$ cat src/rtl/trace_packer_pkg.sv
// trace_packer_pkg: shared constants, header helpers and FSM state type for
// the trace packer. When TRACE_PACKER_TIMESTAMP_EN is defined the state type
// gains the TSTAMP state.
package trace_packer_pkg;

  localparam logic [7:0] SYNC_BYTE   = 8'hA5;
  localparam int         HDR_SYNC_LSB = 24;
  localparam int         HDR_LEN_LSB  = 16;
  localparam int         HDR_OVF_BIT  = 15;
  localparam int         SEQ_BITS     = 15;

  // Number of 32-bit words needed to carry 'bits' bits.
  function automatic int words_for_bits(input int bits);
    return (bits + 31) / 32;
  endfunction

  // Header layout: sync byte, word count, overflow flag, sequence number.
  function automatic logic [31:0] make_header(input logic [7:0]          len,
                                              input logic                ovf,
                                              input logic [SEQ_BITS-1:0] seq);
    logic [31:0] hdr;
    hdr = '0;
    hdr[HDR_SYNC_LSB +: 8]     = SYNC_BYTE;
    hdr[HDR_LEN_LSB +: 8]      = len;
    hdr[HDR_OVF_BIT]           = ovf;
    hdr[SEQ_BITS-1:0]          = seq;
    return hdr;
  endfunction

  typedef enum logic [1:0] {
    ST_IDLE    = 2'd0,
    ST_HEADER  = 2'd1,
    ST_PAYLOAD = 2'd2
`ifdef TRACE_PACKER_TIMESTAMP_EN
    , ST_TSTAMP = 2'd3
`endif
  } state_t;

endpackage

$ cat src/rtl/record_fifo.sv
// record_fifo: first-word-fall-through FIFO of whole trace records.
//   clk, rst      : clock, asynchronous active-high reset (pointers only)
//   i_push/i_data : write one entry (ignored when full)
//   i_pop         : discard head entry (ignored when empty)
//   o_head        : current head entry, valid whenever !o_empty
//   o_full/o_empty/o_level : occupancy status
module record_fifo #(
  parameter int WIDTH = 80,
  parameter int DEPTH = 8
) (
  input  logic                     clk,
  input  logic                     rst,
  input  logic                     i_push,
  input  logic [WIDTH-1:0]         i_data,
  input  logic                     i_pop,
  output logic [WIDTH-1:0]         o_head,
  output logic                     o_full,
  output logic                     o_empty,
  output logic [$clog2(DEPTH):0]   o_level
);
  localparam int AW = $clog2(DEPTH);

  logic [WIDTH-1:0] r_mem [DEPTH];
  // One extra pointer bit distinguishes full from empty.
  logic [AW:0]      r_wr_ptr;
  logic [AW:0]      r_rd_ptr;
  logic [AW:0]      w_level;
  logic             w_do_push;
  logic             w_do_pop;

  assign w_level   = r_wr_ptr - r_rd_ptr;
  assign o_level   = w_level;
  assign o_full    = (w_level == (AW+1)'(DEPTH));
  assign o_empty   = (w_level == '0);
  assign o_head    = r_mem[r_rd_ptr[AW-1:0]];
  assign w_do_push = i_push && !o_full;
  assign w_do_pop  = i_pop && !o_empty;

  always_ff @(posedge clk) begin
    if (w_do_push) begin
      r_mem[r_wr_ptr[AW-1:0]] <= i_data;
    end
  end

  always_ff @(posedge clk or posedge rst) begin
    if (rst) begin
      r_wr_ptr <= '0;
      r_rd_ptr <= '0;
    end else begin
      if (w_do_push) r_wr_ptr <= r_wr_ptr + 1'b1;
      if (w_do_pop)  r_rd_ptr <= r_rd_ptr + 1'b1;
    end
  end

endmodule

$ cat src/rtl/trace_packer.sv
// trace_packer: captures trace records into a FIFO and serialises each as a
// header word plus 32-bit payload words (LSW first) on a valid/ready stream.
// Never stalls the producer; records arriving while full are dropped/counted.
//   clk, rst       : clock, asynchronous active-high reset
//   counter        : free-running cycle count (timestamp source)
//   wb_data_ready  : capture strobe for wb_data_i
//   m_data/m_valid/m_ready/m_last : output word stream
//   drop_count     : saturating count of dropped records
//   fifo_level     : records queued (excluding the one being sent)
//   busy           : FIFO non-empty or a record in flight
// Optional: define TRACE_PACKER_TIMESTAMP_EN to store the capture-time counter
// with each record and emit it as one word after the header.
module trace_packer
  import trace_packer_pkg::*;
#(
  parameter int  FIFO_DEPTH   = 8,
  parameter type trace_format = logic [79:0]
) (
  input  logic                          clk,
  input  logic                          rst,
  input  logic [31:0]                   counter,
  input  logic                          wb_data_ready,
  input  trace_format                   wb_data_i,
  output logic [31:0]                   m_data,
  output logic                          m_valid,
  input  logic                          m_ready,
  output logic                          m_last,
  output logic [15:0]                   drop_count,
  output logic [$clog2(FIFO_DEPTH):0]   fifo_level,
  output logic                          busy
);
  localparam int REC_BITS = $bits(trace_format);
  localparam int N_WORDS  = words_for_bits(REC_BITS);
  localparam logic [7:0] LAST_IDX = 8'(N_WORDS - 1);
`ifdef TRACE_PACKER_TIMESTAMP_EN
  localparam int ENTRY_BITS = REC_BITS + 32;
  localparam int HDR_LEN    = N_WORDS + 1;
`else
  localparam int ENTRY_BITS = REC_BITS;
  localparam int HDR_LEN    = N_WORDS;
`endif

  logic [REC_BITS-1:0]   w_rec;
  logic [ENTRY_BITS-1:0] w_entry;
  logic [ENTRY_BITS-1:0] w_head;
  logic                  w_full;
  logic                  w_empty;
  logic                  w_push;
  logic                  w_drop;
  logic                  w_pop;
  logic [N_WORDS*32-1:0] w_pad;
  logic [31:0]           w_next_word;

  state_t                r_state, state_next;
  logic [31:0]           r_m_data, m_data_next;
  logic                  r_m_valid, m_valid_next;
  logic                  r_m_last, m_last_next;
  logic [SEQ_BITS-1:0]   r_seq, seq_next;
  logic                  r_ovf, ovf_next;
  logic [ENTRY_BITS-1:0] r_hold, hold_next;
  logic [7:0]            r_idx, idx_next;
  logic [15:0]           r_drop_count;

  assign w_rec = wb_data_i;
`ifdef TRACE_PACKER_TIMESTAMP_EN
  assign w_entry = {counter, w_rec};
`else
  logic w_unused_counter;
  assign w_unused_counter = ^counter;
  assign w_entry = w_rec;
`endif

  // Full is the pre-edge state, so a same-edge pop never rescues a push.
  assign w_push = wb_data_ready && !w_full;
  assign w_drop = wb_data_ready && w_full;

  record_fifo #(.WIDTH(ENTRY_BITS), .DEPTH(FIFO_DEPTH)) u_fifo (
    .clk     (clk),
    .rst     (rst),
    .i_push  (w_push),
    .i_data  (w_entry),
    .i_pop   (w_pop),
    .o_head  (w_head),
    .o_full  (w_full),
    .o_empty (w_empty),
    .o_level (fifo_level)
  );

  // Zero-extend the record so the last payload word is padded with zeros.
  assign w_pad       = (N_WORDS*32)'(r_hold[REC_BITS-1:0]);
  assign w_next_word = w_pad[32*(int'(r_idx) + 1) +: 32];

  always_comb begin
    state_next   = r_state;
    m_data_next  = r_m_data;
    m_valid_next = r_m_valid;
    m_last_next  = r_m_last;
    seq_next     = r_seq;
    ovf_next     = r_ovf;
    hold_next    = r_hold;
    idx_next     = r_idx;
    w_pop        = 1'b0;
    unique case (r_state)
      ST_IDLE: begin
        if (!w_empty) w_pop = 1'b1;
      end
      ST_HEADER: begin
        if (m_ready) begin
          seq_next = r_seq + 1'b1;
`ifdef TRACE_PACKER_TIMESTAMP_EN
          m_data_next = r_hold[ENTRY_BITS-1 -: 32];
          state_next  = ST_TSTAMP;
`else
          m_data_next = w_pad[31:0];
          m_last_next = (LAST_IDX == 8'd0);
          idx_next    = 8'd0;
          state_next  = ST_PAYLOAD;
`endif
        end
      end
`ifdef TRACE_PACKER_TIMESTAMP_EN
      ST_TSTAMP: begin
        if (m_ready) begin
          m_data_next = w_pad[31:0];
          m_last_next = (LAST_IDX == 8'd0);
          idx_next    = 8'd0;
          state_next  = ST_PAYLOAD;
        end
      end
`endif
      ST_PAYLOAD: begin
        if (m_ready) begin
          if (r_idx == LAST_IDX) begin
            if (!w_empty) begin
              w_pop = 1'b1;
            end else begin
              m_valid_next = 1'b0;
              m_last_next  = 1'b0;
              state_next   = ST_IDLE;
            end
          end else begin
            idx_next    = r_idx + 8'd1;
            m_data_next = w_next_word;
            m_last_next = (r_idx + 8'd1 == LAST_IDX);
          end
        end
      end
      default: state_next = ST_IDLE;
    endcase

    // Starting a record: latch the head and present its header at once.
    if (w_pop) begin
      hold_next    = w_head;
      m_data_next  = make_header(8'(HDR_LEN), r_ovf, r_seq);
      m_valid_next = 1'b1;
      m_last_next  = 1'b0;
      ovf_next     = 1'b0;
      state_next   = ST_HEADER;
    end
    // A drop on the same edge re-arms the flag for the following header.
    if (w_drop) ovf_next = 1'b1;
  end

  always_ff @(posedge clk or posedge rst) begin
    if (rst) begin
      r_state      <= ST_IDLE;
      r_m_data     <= '0;
      r_m_valid    <= 1'b0;
      r_m_last     <= 1'b0;
      r_seq        <= '0;
      r_ovf        <= 1'b0;
      r_hold       <= '0;
      r_idx        <= '0;
      r_drop_count <= '0;
    end else begin
      r_state   <= state_next;
      r_m_data  <= m_data_next;
      r_m_valid <= m_valid_next;
      r_m_last  <= m_last_next;
      r_seq     <= seq_next;
      r_ovf     <= ovf_next;
      r_hold    <= hold_next;
      r_idx     <= idx_next;
      if (w_drop && r_drop_count != 16'hFFFF) r_drop_count <= r_drop_count + 16'd1;
    end
  end

  assign m_data     = r_m_data;
  assign m_valid    = r_m_valid;
  assign m_last     = r_m_last;
  assign drop_count = r_drop_count;
  assign busy       = !w_empty || (r_state != ST_IDLE);

endmodule

$ cat config.mk
export PLATFORM = sky130hd
export DESIGN_NAME = trace_packer
export DESIGN_NICKNAME = d
export VERILOG_FILES = /design/src/rtl/trace_packer_pkg.sv /design/src/rtl/record_fifo.sv /design/src/rtl/trace_packer.sv
export SDC_FILE = /design/constraint.sdc
export NUM_CORES = 1
export LEC_CHECK = 0
export ABC_CLOCK_PERIOD_IN_PS = 14600
export CAP_MARGIN = 30
export CORE_MARGIN = 1
export CORE_UTILIZATION = 60
export DETAILED_ROUTE_END_ITERATION = 8
export GPL_ROUTABILITY_DRIVEN = 0
export PLACE_DENSITY = 0.8
export SLEW_MARGIN = 20
export SYNTH_ARGS = -nofsm -noshare
export SYNTH_HDL_FRONTEND = slang
export SYNTH_SLANG_ARGS = --single-unit
$ cat constraint.sdc
create_clock -name clk -period 14.6 [get_ports clk]
set_clock_uncertainty 0.15 [all_clocks]
set_input_delay 2.19 -clock clk [delete_from_list [all_inputs] [get_ports clk]]
set_output_delay 2.19 -clock clk [all_outputs]
set_load 0.05 [all_outputs]
# Word-level counts from Yosys, hierarchy flattened
# Memory sizes are Yosys's and may differ from the RTL's. A register that Yosys moved wholly into a read port is not among the register bits.
# Cells that the tools add are included.
[word_totals]
register_bits = 84
mem_bits_rw = 640
inputBits = 116
output_inout_bits = 55
word_cells = 92
mem_count = 1
[memory_table]
columns = ["name", "depth", "word_bits", "read_ports", "rd_clocked_by_memory_dff", "write_ports", "line_no", "rtl"]
rows = [
  ["u_fifo.r_mem", 8, 80, 1, 1, 1, "record_fifo.sv:23", "logic [WIDTH-1:0] r_mem [DEPTH];"],
]
[op_classes]
n_addsub = 7
n_eq_ne = 16
shift = 1
muxes = 33
reduce_logical = 24
[ops]
columns = ["cell", "count"]
rows = [
  ["$mux 32", 4],
  ["$shiftx 96x15->32", 1],
  ["$pmux 32 s2", 1],
  ["$mux 8", 3],
  ["$add 16x1->16 const B", 1],
  ["$eq 8x2->1 const B", 2],
  ["$mux 1", 16],
  ["$ne 16x16->1 const B", 1],
  ["$pmux 8 s2", 1],
  ["$reduce_and 4->1", 4],
  ["$add 15x1->15 const B", 1],
  ["$reduce_bool 2->1", 7],
  ["$ne 3x2->1 const B", 4],
  ["$mux 2", 5],
  ["$add 8x1->9 const B", 1],
  ["$add 4x1->4 const B", 2],
  ["$add 8x1->8 const B", 1],
  ["$ne 2x2->1 const B", 3],
  ["$pmux 2 s3", 1],
  ["$logic_and 1x1->1", 5],
  ["$reduce_and 5->1", 1],
  ["$eq 4x4->1 const B", 1],
  ["$logic_not 4->1", 1],
  ["$ne 4x2->1 const B", 1],
  ["11 further kinds", 13],
]

# Longest topological paths before layout
[depth]
word_depth = 8
mapped_depth = 13
mapped_depth_nobuf = 9

# Hierarchy
# Synthesis repeated with hierarchy kept, for this count alone.
[unflattened]
hier_cells = 1755
hier_area_um2 = 31875.6
[modules_own_cells]
columns = ["module", "instances", "cells_per_inst", "area_each_um2", "seq_area_each_um2"]
rows = [
  ["record_fifo", 1, 1158, 24591.1, 19418.6],
  ["trace_packer", 1, 597, 7284.5, 3903.7],
]

# Worst setup path after synthesis
# Ideal clock, no wire load.
[synth_path]
path_type = "flip-flop to flip-flop"
startpoint = "register u_fifo.r_rd_ptr[1]"
endpoint = "memory u_fifo.r_mem[4][0] (enable)"
setup_time_ns = 0.744
t_arrival_ns = 11.506
required_time_ns = 13.706
path_slack_ns = 2.200
path_stages_with_launch = 12
n_path_buf = 5
period_less_slack_ns = 12.400
path_cell_list = "dfrtp_1 clkbuf_1 clkbuf_1 inv_2 clkbuf_1 fa_1 xor2_1 or2_1 buf_2 buf_2 o21ai_2 nor4b_1"
[synth_between]
elab_chain_len = 7
[synth_rtl]
columns = ["item", "line_no", "rtl"]
rows = [
  ["start, declared", "record_fifo.sv:26", "logic [AW:0] r_rd_ptr;"],
  ["start signal, assigned", "record_fifo.sv:51", "if (w_do_pop) r_rd_ptr <= r_rd_ptr + 1'b1;"],
  ["$sub 4x4->4 (*)", "record_fifo.sv:31", "assign w_level = r_wr_ptr - r_rd_ptr;"],
  ["net fifo_level[2]", "trace_packer.sv:29", "output logic [$clog2(FIFO_DEPTH):0] fifo_level,"],
  ["$eq 4x4->1 (*)", "record_fifo.sv:33", "assign o_full = (w_level == (AW+1)'(DEPTH));"],
  ["$logic_not 1->1 (*)", "record_fifo.sv:36, trace_packer.sv:74", ""],
  ["$logic_and 1x1->1", "trace_packer.sv:74", "assign w_push = wb_data_ready && !w_full;"],
  ["$logic_and 1x1->1 (*)", "record_fifo.sv:36", "assign w_do_push = i_push && !o_full;"],
  ["$mux 1 (*)", "record_fifo.sv:40", "if (w_do_push) begin"],
  ["$mux 1 (not written as such) (*)", "record_fifo.sv:41", "r_mem[r_wr_ptr[AW-1:0]] <= i_data;"],
  ["end, declared", "record_fifo.sv:23", ""],
]
# Mark *: on every way through the listed nets, which the timed path passes. The rest lies on a longest branch.

# Worst setup path after layout
[layout_path]
startpoint = "register u_fifo.r_rd_ptr[2]"
endpoint = "output port fifo_level[3]"
[layout_between]
elab_chain_len = 1
[layout_rtl]
columns = ["item", "line_no"]
rows = [
  ["$sub 4x4->4", "record_fifo.sv:31"],
  ["end, declared", "trace_packer.sv:29"],
]
# No other way between the ends.

==> flow_metrics.env <==
export IMPL_finalHoldViolCount=0
export IMPL_ir_drop_mv=0.201
export IMPL_rsz0062_at_grt="no"
export IMPL_synth_top_area_frac=0.602
export IMPL_final_core_util=0.703
export IMPL_fin_crit_ns=6.73
export IMPL_grt_pass1_wl_um=111000
export IMPL_clockRootBuffer="clkbuf_16"
export IMPL_routed_via_density=6.54
export IMPL_grt_total_usage=0.282
export IMPL_h_tree_depth=3
export IMPL_synth_cells_most_frequent="edfxtp_1 (640), nand2_1 (202), dfrtp_1 (164)"
export IMPL_slew_violations=0
export IMPL_clkPwrFrac=0.251
export IMPL_final_nets=2132
export IMPL_finalWorstSetupSlack_ns=7.87
export IMPL_dieArea_um2=54100
export IMPL_synth_edf_count=640
export IMPL_grt_max_degree=86
export IMPL_synth_warnings=0
export IMPL_ant_nets=0
export IMPL_finalSetupViolCount=0
export IMPL_power_density_nw_per_um2=229
export IMPL_arrival_ns=4.39
export IMPL_synth_area_leaders="edfxtp_1 (60%), dfrtp_1 (13%), mux4_2 (11%), nand2_1 (2.4%), a31oi_1 (1.8%)"
export IMPL_core_area_um2=52600
export IMPL_cts_max_path_buffers=3
export IMPL_wl_per_cell_um=27.0
export IMPL_final_cells=2762
export IMPL_critPathKind="reg2out"
export IMPL_critPathLaunchType="flop"
export IMPL_seqPwrFrac=0.397
export IMPL_numCtsBuffers=80
export IMPL_area_growth_syn_to_layout_pct=15.8
export IMPL_netlist_instances=1851
export IMPL_synthFlopType="edfxtp_1"
export IMPL_ys_seq_area_frac=0.731
export IMPL_cts_hold_buf=0
export IMPL_io_pins=171
export IMPL_die_h_um=233
export IMPL_hp_class="reg2reg"
export IMPL_drc=0
export IMPL_clkTransAtPathRegs_ns=0.06
export IMPL_drtPass1Iterations=5
export IMPL_power_leakage_nw=12.6
export IMPL_final_area_um2=36900
export IMPL_whs_ns=0.333
export IMPL_switching_power_mw=3.05
export IMPL_drv_cap=0
export IMPL_clock_sinks=804
export IMPL_pwr_share_comb=0.351
export IMPL_wl_um=74500
export IMPL_chipWidth_um=233
export IMPL_dp_final_hpwl_um=40900
export IMPL_vias=18100
export IMPL_post_cts_resized=0
export IMPL_syn_cell_area_um2=31900
export IMPL_initial_utilization=0.607
export IMPL_overflow=0
export IMPL_worst_setup_path_end_kind="primary output"
export IMPL_synthArstFlopShare=0.204
export IMPL_ys_types=61
export IMPL_fin_setup_tns_ns=0
export IMPL_grt_pass1_vias=18300
export IMPL_yosys_register_bits=804
export IMPL_timing_fmax_ghz=0.149
export IMPL_insertion_delay_ns=0.62
export IMPL_dp_slack_ns=8.34
export IMPL_port_buffers=138
export IMPL_switching_share=0.361
export IMPL_critPathMaxFanout=46
export IMPL_p_int_mw=5.41
export IMPL_worstPathRequired_ns=12.26
export IMPL_post_cts_buffers=0
export IMPL_yosysMostFrequentCell="edfxtp_1"
export IMPL_synth_avg_cell_area_um2=17.2
export IMPL_startpoint="u_fifo.r_rd_ptr[2]"
export IMPL_synth_largest_area_cell="edfxtp_1"
export IMPL_drive_gt1_frac=0.179
export IMPL_finalPower_mw=8.46
export IMPL_final_fill_count=3124
export IMPL_worstMarginPinSlew_ns=1.04
export IMPL_maxSlewHeadroom=0.304
export IMPL_row_count=84
export IMPL_antenna_found_initial=11
export IMPL_synth_fp_nets=1981
export IMPL_placed_area_um2=34100
export IMPL_dr_first_iter_drc_count=2319
export IMPL_fin_crit_sh=0.461
export IMPL_hp_start="r_ovf"
export IMPL_cts_tree="built"
export IMPL_r2r_start="u_fifo.r_rd_ptr[2]"
export IMPL_dpl_cell_count=2605
export IMPL_status="complete, no violations"
==> cell usage in the layout, fill, tap and decap left out, drive strengths merged, types with 17 or more instances in the layout <==
cell type and n:
a31oi 92, clkinv 23, xor2 20, a21oi 21
inv 21, mux2i 18, o21ai 17, clkdlybuf4s50 138
nor3 45, dfrtp 164, nand3 18, clkbuf 108
mux4 160, nand2 202, nor2 116, nand2b 19
edfxtp 640, xnor2 21, buf 47
==> per-layer routing <==
layer,global-route usage,vias up,part of all wire
met2,0.451,1027,0.50
met3,0.0612,208,0.088
met4,0.136,10,0.041
met5,0,-,0.00066
li1,-,7608,-
met1,0.371,9201,0.37
==> registers in the layout, summed over array words and instances, names as in the netlist <==
| signal | flops |
|---|---|
| drop_count | 16 |
| m_data | 32 |
| m_last | 1 |
| m_valid | 1 |
| r_hold | 80 |
| r_idx | 8 |
| r_ovf | 1 |
| r_seq | 15 |
| r_state | 2 |
| u_fifo.r_mem | 640 |
| u_fifo.r_rd_ptr | 4 |
| u_fifo.r_wr_ptr | 4 |
==> kinds of logic after synthesis <==
family	Yosys count	share of synthesized area
XOR/XNOR	41	0.0113
adder cells (fa/ha/maj)	14	0.00573
AND/OR/NAND/NOR	441	0.0606
AO/OA/AOI/OAI	233	0.0525
buffers and inverters	136	0.0189
multiplexers	182	0.120
flip-flops	804	0.731
==> final timing paths <==
kind	endpoint	cells past startpoint	slack, ns
min in group asynchronous	r_hold[7]	2	1.86
min reg2reg	r_ovf	2	0.33
max reg2reg	u_fifo.r_mem[7][61]	11	9.43
max	fifo_level[3]	10	7.87
max in group asynchronous	u_fifo.r_rd_ptr[2]	3	11.05
min	r_ovf	2	0.33
==> power by group through the flow <==
stage,Combinational (mW),Sequential (mW),Clock [mW]
after global placement,2.75,3.37,0
after global routing,3.17,3.39,2.24
final,2.97,3.36,2.13
after floorplan,2.00,3.39,0
after detailed placement,2.88,3.39,0
after CTS,2.92,3.35,2.15
==> critical path: stages, from the launching register on <==
cell	delay (ns)
dfrtp_4	0.69
inv_2	0.10
buf_4	0.57
ha_1	0.42
and3b_1	0.24
nor3_2	0.17
buf_4	0.32
nor2_2	0.05
buf_4	0.21
inv_1	0.14
clkdlybuf4s50_1	0.84
==> cell type report <==
class,count,area (µm²),area share
inverters,20,81.3,0.00220
clock inverters,39,474,0.0128
well taps,688,861,0.0233
diodes,7,17.5,0.000474
clock buffers,108,2280,0.0617
flip-flops and latches,804,23300,0.632
repair buffers,185,1850,0.0500
multi-input cells,911,8040,0.218
No activity file was read; power rests on OpenSTA's default activity.
